**src/rtl/matrix_pool_engine.sv**
```systemverilog
// Max/average pooling over a row-major source matrix with a configurable window and stride.
// One output per (area + READ_LAT + 1) cycles; no backpressure, source reads are fire-and-forget.
module matrix_pool_engine #(
    parameter int DATA_W   = 16,
    parameter int ADDR_W   = 14,
    parameter int DIM_W    = 10,
    parameter int WIN_W    = 6,
    parameter int READ_LAT = 1
) (
    input  logic                     clk,
    input  logic                     reset,
    input  logic                     start,
    input  logic                     mode,
    input  logic [ADDR_W-1:0]        src1_start_address,
    input  logic [DIM_W-1:0]         src1_row_size,
    input  logic [DIM_W-1:0]         src1_col_size,
    input  logic [WIN_W-1:0]         src2_row_size,
    input  logic [WIN_W-1:0]         src2_col_size,
    input  logic [WIN_W-1:0]         stride,
    input  logic [ADDR_W-1:0]        dest_start_address,
    output logic [ADDR_W-1:0]        src1_address,
    input  logic signed [DATA_W-1:0] src1_readdata,
    output logic [ADDR_W-1:0]        dest_address,
    output logic signed [DATA_W-1:0] dest_writedata,
    output logic                     dest_write_en,
    output logic                     busy,
    output logic                     done,
    output logic                     error
);
    localparam int ACC_W  = DATA_W + 2 * WIN_W;
    localparam int AREA_W = 2 * WIN_W;
    localparam int SH_W   = $clog2(AREA_W);

    typedef enum logic [2:0] {S_IDLE, S_CHECK, S_ISSUE, S_DRAIN, S_WRITE, S_FINISH} state_t;

    state_t                    state_q, state_d;
    logic                      mode_q, mode_d, err_q, err_d;
    logic [ADDR_W-1:0]         sbase_q, sbase_d, dbase_q, dbase_d;
    logic [DIM_W-1:0]          srows_q, srows_d, scols_q, scols_d;
    logic [WIN_W-1:0]          wrows_q, wrows_d, wcols_q, wcols_d, stride_q, stride_d;
    logic [DIM_W-1:0]          orows_q, orows_d, ocols_q, ocols_d, orow_q, orow_d, ocol_q, ocol_d;
    logic [WIN_W-1:0]          wr_q, wr_d, wc_q, wc_d;
    logic [SH_W-1:0]           shift_q, shift_d;
    logic signed [ACC_W-1:0]   acc_q, acc_d;
    logic [READ_LAT-1:0]       vld_q, vld_d, first_q, first_d;
    logic [1:0]                drain_q, drain_d;

    logic [AREA_W-1:0]         area;
    logic [SH_W-1:0]           shift_calc;
    logic [DIM_W-1:0]          stride_safe;
    logic                      cfg_bad, issuing;
    logic signed [ACC_W-1:0]   rd_ext, avg_sh;
    logic [ADDR_W-1:0]         row_a, col_a, rd_addr, wr_addr;
    logic signed [DATA_W-1:0]  result;

    always_comb begin
        area        = AREA_W'(wrows_q) * AREA_W'(wcols_q);
        stride_safe = (stride_q == '0) ? DIM_W'(1) : DIM_W'(stride_q);
        shift_calc  = '0;
        for (int i = 0; i < AREA_W; i++) begin
            if (area[i]) shift_calc = SH_W'(i);
        end
        cfg_bad = (srows_q == '0) || (scols_q == '0) || (wrows_q == '0) || (wcols_q == '0) ||
                  (stride_q == '0) || (DIM_W'(wrows_q) > srows_q) || (DIM_W'(wcols_q) > scols_q) ||
                  (mode_q && ((area & (area - AREA_W'(1))) != '0));

        row_a   = ADDR_W'(orow_q) * ADDR_W'(stride_q) + ADDR_W'(wr_q);
        col_a   = ADDR_W'(ocol_q) * ADDR_W'(stride_q) + ADDR_W'(wc_q);
        rd_addr = sbase_q + row_a * ADDR_W'(scols_q) + col_a;
        wr_addr = dbase_q + ADDR_W'(orow_q) * ADDR_W'(ocols_q) + ADDR_W'(ocol_q);

        rd_ext  = {{AREA_W{src1_readdata[DATA_W-1]}}, src1_readdata};
        avg_sh  = acc_q >>> shift_q;
        result  = mode_q ? avg_sh[DATA_W-1:0] : acc_q[DATA_W-1:0];
        issuing = (state_q == S_ISSUE);
    end

    always_comb begin
        state_d  = state_q;
        mode_d   = mode_q;
        err_d    = err_q;
        sbase_d  = sbase_q;
        dbase_d  = dbase_q;
        srows_d  = srows_q;
        scols_d  = scols_q;
        wrows_d  = wrows_q;
        wcols_d  = wcols_q;
        stride_d = stride_q;
        orows_d  = orows_q;
        ocols_d  = ocols_q;
        orow_d   = orow_q;
        ocol_d   = ocol_q;
        wr_d     = wr_q;
        wc_d     = wc_q;
        shift_d  = shift_q;
        acc_d    = acc_q;
        drain_d  = drain_q;
        // Tag each issued address so its data is folded exactly READ_LAT cycles later.
        vld_d    = (vld_q << 1) | READ_LAT'(issuing);
        first_d  = (first_q << 1) | READ_LAT'(issuing && (wr_q == '0) && (wc_q == '0));

        if (vld_q[READ_LAT-1]) begin
            if (first_q[READ_LAT-1])  acc_d = rd_ext;
            else if (mode_q)          acc_d = acc_q + rd_ext;
            else if (rd_ext > acc_q)  acc_d = rd_ext;
        end

        case (state_q)
            S_IDLE: begin
                if (start) begin
                    mode_d   = mode;
                    sbase_d  = src1_start_address;
                    dbase_d  = dest_start_address;
                    srows_d  = src1_row_size;
                    scols_d  = src1_col_size;
                    wrows_d  = src2_row_size;
                    wcols_d  = src2_col_size;
                    stride_d = stride;
                    err_d    = 1'b0;
                    orow_d   = '0;
                    ocol_d   = '0;
                    wr_d     = '0;
                    wc_d     = '0;
                    state_d  = S_CHECK;
                end
            end
            S_CHECK: begin
                if (cfg_bad) begin
                    err_d   = 1'b1;
                    state_d = S_FINISH;
                end else begin
                    orows_d = (srows_q - DIM_W'(wrows_q)) / stride_safe + DIM_W'(1);
                    ocols_d = (scols_q - DIM_W'(wcols_q)) / stride_safe + DIM_W'(1);
                    shift_d = shift_calc;
                    state_d = S_ISSUE;
                end
            end
            S_ISSUE: begin
                if (wc_q == wcols_q - WIN_W'(1)) begin
                    wc_d = '0;
                    if (wr_q == wrows_q - WIN_W'(1)) begin
                        wr_d    = '0;
                        drain_d = '0;
                        state_d = S_DRAIN;
                    end else begin
                        wr_d = wr_q + WIN_W'(1);
                    end
                end else begin
                    wc_d = wc_q + WIN_W'(1);
                end
            end
            S_DRAIN: begin
                if (drain_q == 2'(READ_LAT - 1)) state_d = S_WRITE;
                else                             drain_d = drain_q + 2'd1;
            end
            S_WRITE: begin
                state_d = S_ISSUE;
                if (ocol_q == ocols_q - DIM_W'(1)) begin
                    ocol_d = '0;
                    if (orow_q == orows_q - DIM_W'(1)) state_d = S_FINISH;
                    else                               orow_d  = orow_q + DIM_W'(1);
                end else begin
                    ocol_d = ocol_q + DIM_W'(1);
                end
            end
            S_FINISH: state_d = S_IDLE;
            default:  state_d = S_IDLE;
        endcase
    end

    always_ff @(posedge clk or negedge reset) begin
        if (!reset) begin
            state_q  <= S_IDLE;
            mode_q   <= 1'b0;
            err_q    <= 1'b0;
            sbase_q  <= '0;
            dbase_q  <= '0;
            srows_q  <= '0;
            scols_q  <= '0;
            wrows_q  <= '0;
            wcols_q  <= '0;
            stride_q <= '0;
            orows_q  <= '0;
            ocols_q  <= '0;
            orow_q   <= '0;
            ocol_q   <= '0;
            wr_q     <= '0;
            wc_q     <= '0;
            shift_q  <= '0;
            acc_q    <= '0;
            vld_q    <= '0;
            first_q  <= '0;
            drain_q  <= '0;
        end else begin
            state_q  <= state_d;
            mode_q   <= mode_d;
            err_q    <= err_d;
            sbase_q  <= sbase_d;
            dbase_q  <= dbase_d;
            srows_q  <= srows_d;
            scols_q  <= scols_d;
            wrows_q  <= wrows_d;
            wcols_q  <= wcols_d;
            stride_q <= stride_d;
            orows_q  <= orows_d;
            ocols_q  <= ocols_d;
            orow_q   <= orow_d;
            ocol_q   <= ocol_d;
            wr_q     <= wr_d;
            wc_q     <= wc_d;
            shift_q  <= shift_d;
            acc_q    <= acc_d;
            vld_q    <= vld_d;
            first_q  <= first_d;
            drain_q  <= drain_d;
        end
    end

    assign src1_address   = issuing ? rd_addr : '0;
    assign dest_write_en  = (state_q == S_WRITE);
    assign dest_address   = dest_write_en ? wr_addr : '0;
    assign dest_writedata = dest_write_en ? result : '0;
    assign busy           = (state_q != S_IDLE) && (state_q != S_FINISH);
    assign done           = (state_q == S_FINISH);
    assign error          = err_q;
endmodule
```
**config.mk**
```make
export PLATFORM = sky130hd
export DESIGN_NAME = matrix_pool_engine
export DESIGN_NICKNAME = d
export VERILOG_FILES = /design/src/rtl/matrix_pool_engine.sv
export SDC_FILE = /design/constraint.sdc
export NUM_CORES = 2
export LEC_CHECK = 0
export ABC_AREA = 1
export CORE_UTILIZATION = 40
export DETAILED_ROUTE_END_ITERATION = 8
export PLACE_DENSITY = 0.59
export SLEW_MARGIN = 20
export SYNTH_ARGS = -nofsm -noshare
export SYNTH_HDL_FRONTEND = slang
export SYNTH_SLANG_ARGS = --single-unit
```
**constraint.sdc**
```tcl
create_clock -name clk -period 15.2 [get_ports clk]
set_clock_uncertainty 0.05 [all_clocks]
set_input_delay 3.04 -clock clk [delete_from_list [all_inputs] [get_ports clk]]
set_output_delay 3.04 -clock clk [all_outputs]
set_load 0.02 [all_outputs]
```
==> metrics <==
static leakage between 15 and 20 nW; sequential element share of the synthesized area 14.6%; FMAX between 70 and 80 MHz; row cnt 95; share of layout cells above drive strength 1 ~8.3%; fillers 6762; Layout Nets about 4600; Iteration-0 DRC Markers 1628; max_cap viols 0; CP peak stage delay between 0.6 and 0.7 ns; antenna violations before repair 1; commonest cells after routing, fill and taps aside 871 x nand2_1, 796 x inv_1, 295 x ha_1, 251 x fa_1, 225 x o21ai_0; crit-path most repeated cell fa_1; core area roughly 67000 µm²; Post-DRT Antenna Nets 0; Port-buffer cells 133; largest net degree at the start of global routing 73; Setup crit end kind output port; P per Cell Area 50.2 nW/µm²; total power around 1.6 mW; Syn. warnings 0; Post-synth EDFFs 0; initial core utilization 40.5%; Worst Path Required 12.11 ns; 1st-pass router iterations 5; first-pass GRT wire length around 120000 µm; gpl congestion 0.894; WL per Instance between 15 and 20 µm; Die H 263 µm; critical path class reg2out; critical path launch point type flop; HPWL Detailed 60000 µm; critical path arrival between 10 and 15 ns; Slew Viols, Final 0; outcome finished clean; via count about 24000; post-layout util about 46%; num ports 134; later-pin clock latency in the skew report slightly above 0.5 ns; CTS clock-pin slew for the worst setup and hold paths approximately 0.07 ns; min Tclk post-route about 14 ns; Tcrit/Tclk final 93.2%; die area around 70000 µm²; Post-Syn Area 27200 µm²; Overflow after GRT 0; Post-CTS Hold Buffers 0; Final Hold Vio Count 0; synthesized area per cell roughly 7.2 µm²; final WL about 77000 µm; final setup fails 0; syn_nets between 4000 and 5000; worst vdd ir ~0.000095 V; ant diodes 0; Tot GR Track Use between 20% and 30%; Slew @ Worst Pin between 0.9 and 1 ns; Die Span X 263 µm; number of H-tree levels 4; CTS sink cnt about 160; commonest non-fill, non-tap cell in the layout nand2_1; synthesized flop and latch total between 150 and 200; drt drc 0; CP max stage cell clkdlybuf4s50_1; worst hold path class reg2reg; vias in the first global route approximately 24000; post-synth top area share a little under a fifth; crit path max fanout 15; Num CTS Buffers 17; ys flop type dfrtp_1; top post-synthesis cells by area fa_1 18%, dfrtp_1 15%, ha_1 14%, nand2_1 12%, inv_1 11%; Via density ~5; Cells after Synth about 3800; area leader, netlist fa_1; area growth from synthesis to layout 14.2%; Slew HR roughly two fifths; fraction of registers with async set/reset 100%; root buffer cell clkbuf_16; CTS tree yes; deepest clock path buffer count 2; hold slack ~0.44 ns; unique cell type count in the Yosys netlist about 70
==> worst max-delay path: cells and delay by family, from the launching register on <==
kind | cells | cell delay (ns)
and+or+nand+nor | 16 | 1.48
adders and majority gates | 12 | 5.68
DFF | 1 | 0.59
xor gates and xnor gates | 2 | 0.61
AOI/OAI and AO/OA | 4 | 0.55
buffers and inverters | 10 | 1.64
==> layer usage <==
layer	vias up	track usage (%)	routed length [µm]
met3	57	2.96	3140
met5	-	0	0
li1	12000	-	-
met2	415	36.9	35400
met1	11300	31.5	37000
met4	0	5.52	1230
==> cells by family (layout without fill, tap and decap cells) <==
logic type | count (synthesis) | in the layout | share of synthesized area [%]
fa+ha+maj | 558 | 558 | 32.6
simple gates | 1351 | 1354 | 21.1
mux | 17 | 17 | 0.626
flops | 159 | 159 | 14.6
compound gates | 577 | 577 | 11.9
xor+xnor | 182 | 182 | 5.87
buf+inv | 947 | 1111 | 13.2
==> layout make-up <==
class / count / area (µm²) / share of cell area [%]
flip-flops and latches: 159 / 3980 / 12.8
repair inverters: 1 / 5.00 / 0.0161
well taps: 873 / 1090 / 3.52
multi-input cells: 2688 / 20000 / 64.5
clock inverters: 13 / 105 / 0.339
clock buffers: 19 / 443 / 1.43
inverters: 823 / 3120 / 10.0
repair buffers: 255 / 2270 / 7.32
==> final timing paths <==
check	slack (ns)	to	depth (start not counted)	from
min	0.44	shift_q[0]	2	shift_q[0]
min in group asynchronous	2.35	dbase_q[10]	1	reset
max in group asynchronous	11.56	acc_q[26]	2	reset
min reg2reg	0.44	shift_q[0]	2	shift_q[0]
max reg2reg	1.08	orows_q[8]	95	wrows_q[4]
max	1.03	src1_address[13]	44	orow_q[1]
==> repair_timing <==
action                                  in CTS  in global routing
endpoints found under the setup margin       8                 20
resized for setup                            4                115
pin swaps                                    1                 62
buffers inserted                             4                 52
gates cloned                                 0                  4
==> through the flow <==
step           instance area (µm²)  setup TNS [ns]  setup WS [ns]  instances
2_1_floorplan                27200               0          0.657       3791
3_3_place_gp                 29600          -0.195         -0.121       4739
3_5_place_dp                 29600           -1.68         -0.415       4739
4_1_cts                      30200               0         0.0217       4775
5_1_grt                      31000          -0.374         -0.163       4831
6_report                     31000               0           1.03       4831
==> report_power, final <==
part	internal [mW]	total, mW	switching [mW]
clock	0.216	0.437	0.221
combinational	0.243	0.611	0.368
sequential	0.466	0.509	0.0428
total	0.925	1.56	0.632
==> flip-flops by register name, indices dropped and copies added, names as in the netlist, 10 cells and up <==
register  count
scols_q      10
ocols_q      10
srows_q      10
acc_q        28
orows_q      10
ocol_q       10
sbase_q      14
dbase_q      14
orow_q       10
==> synthesized netlist by cell type, types with 9 or more instances <==
cell type / number
nand2_1: 876
inv_1: 807
ha_1: 307
fa_1: 251
o21ai_0: 244
nor2_1: 219
a21oi_1: 186
dfrtp_1: 159
xor2_1: 128
clkbuf_1: 105
nand3_1: 86
xnor2_1: 54
nor3_1: 48
o211ai_1: 25
o21bai_1: 24
o21ai_1: 20
nand4_1: 19
mux2i_1: 17
nand3_2: 16
or2_2: 16
buf_1: 11
nand2_2: 10
nor4_1: 10
o22ai_1: 10
o31ai_1: 10
nand3b_1: 9
Power figures use the tool's default switching activity.
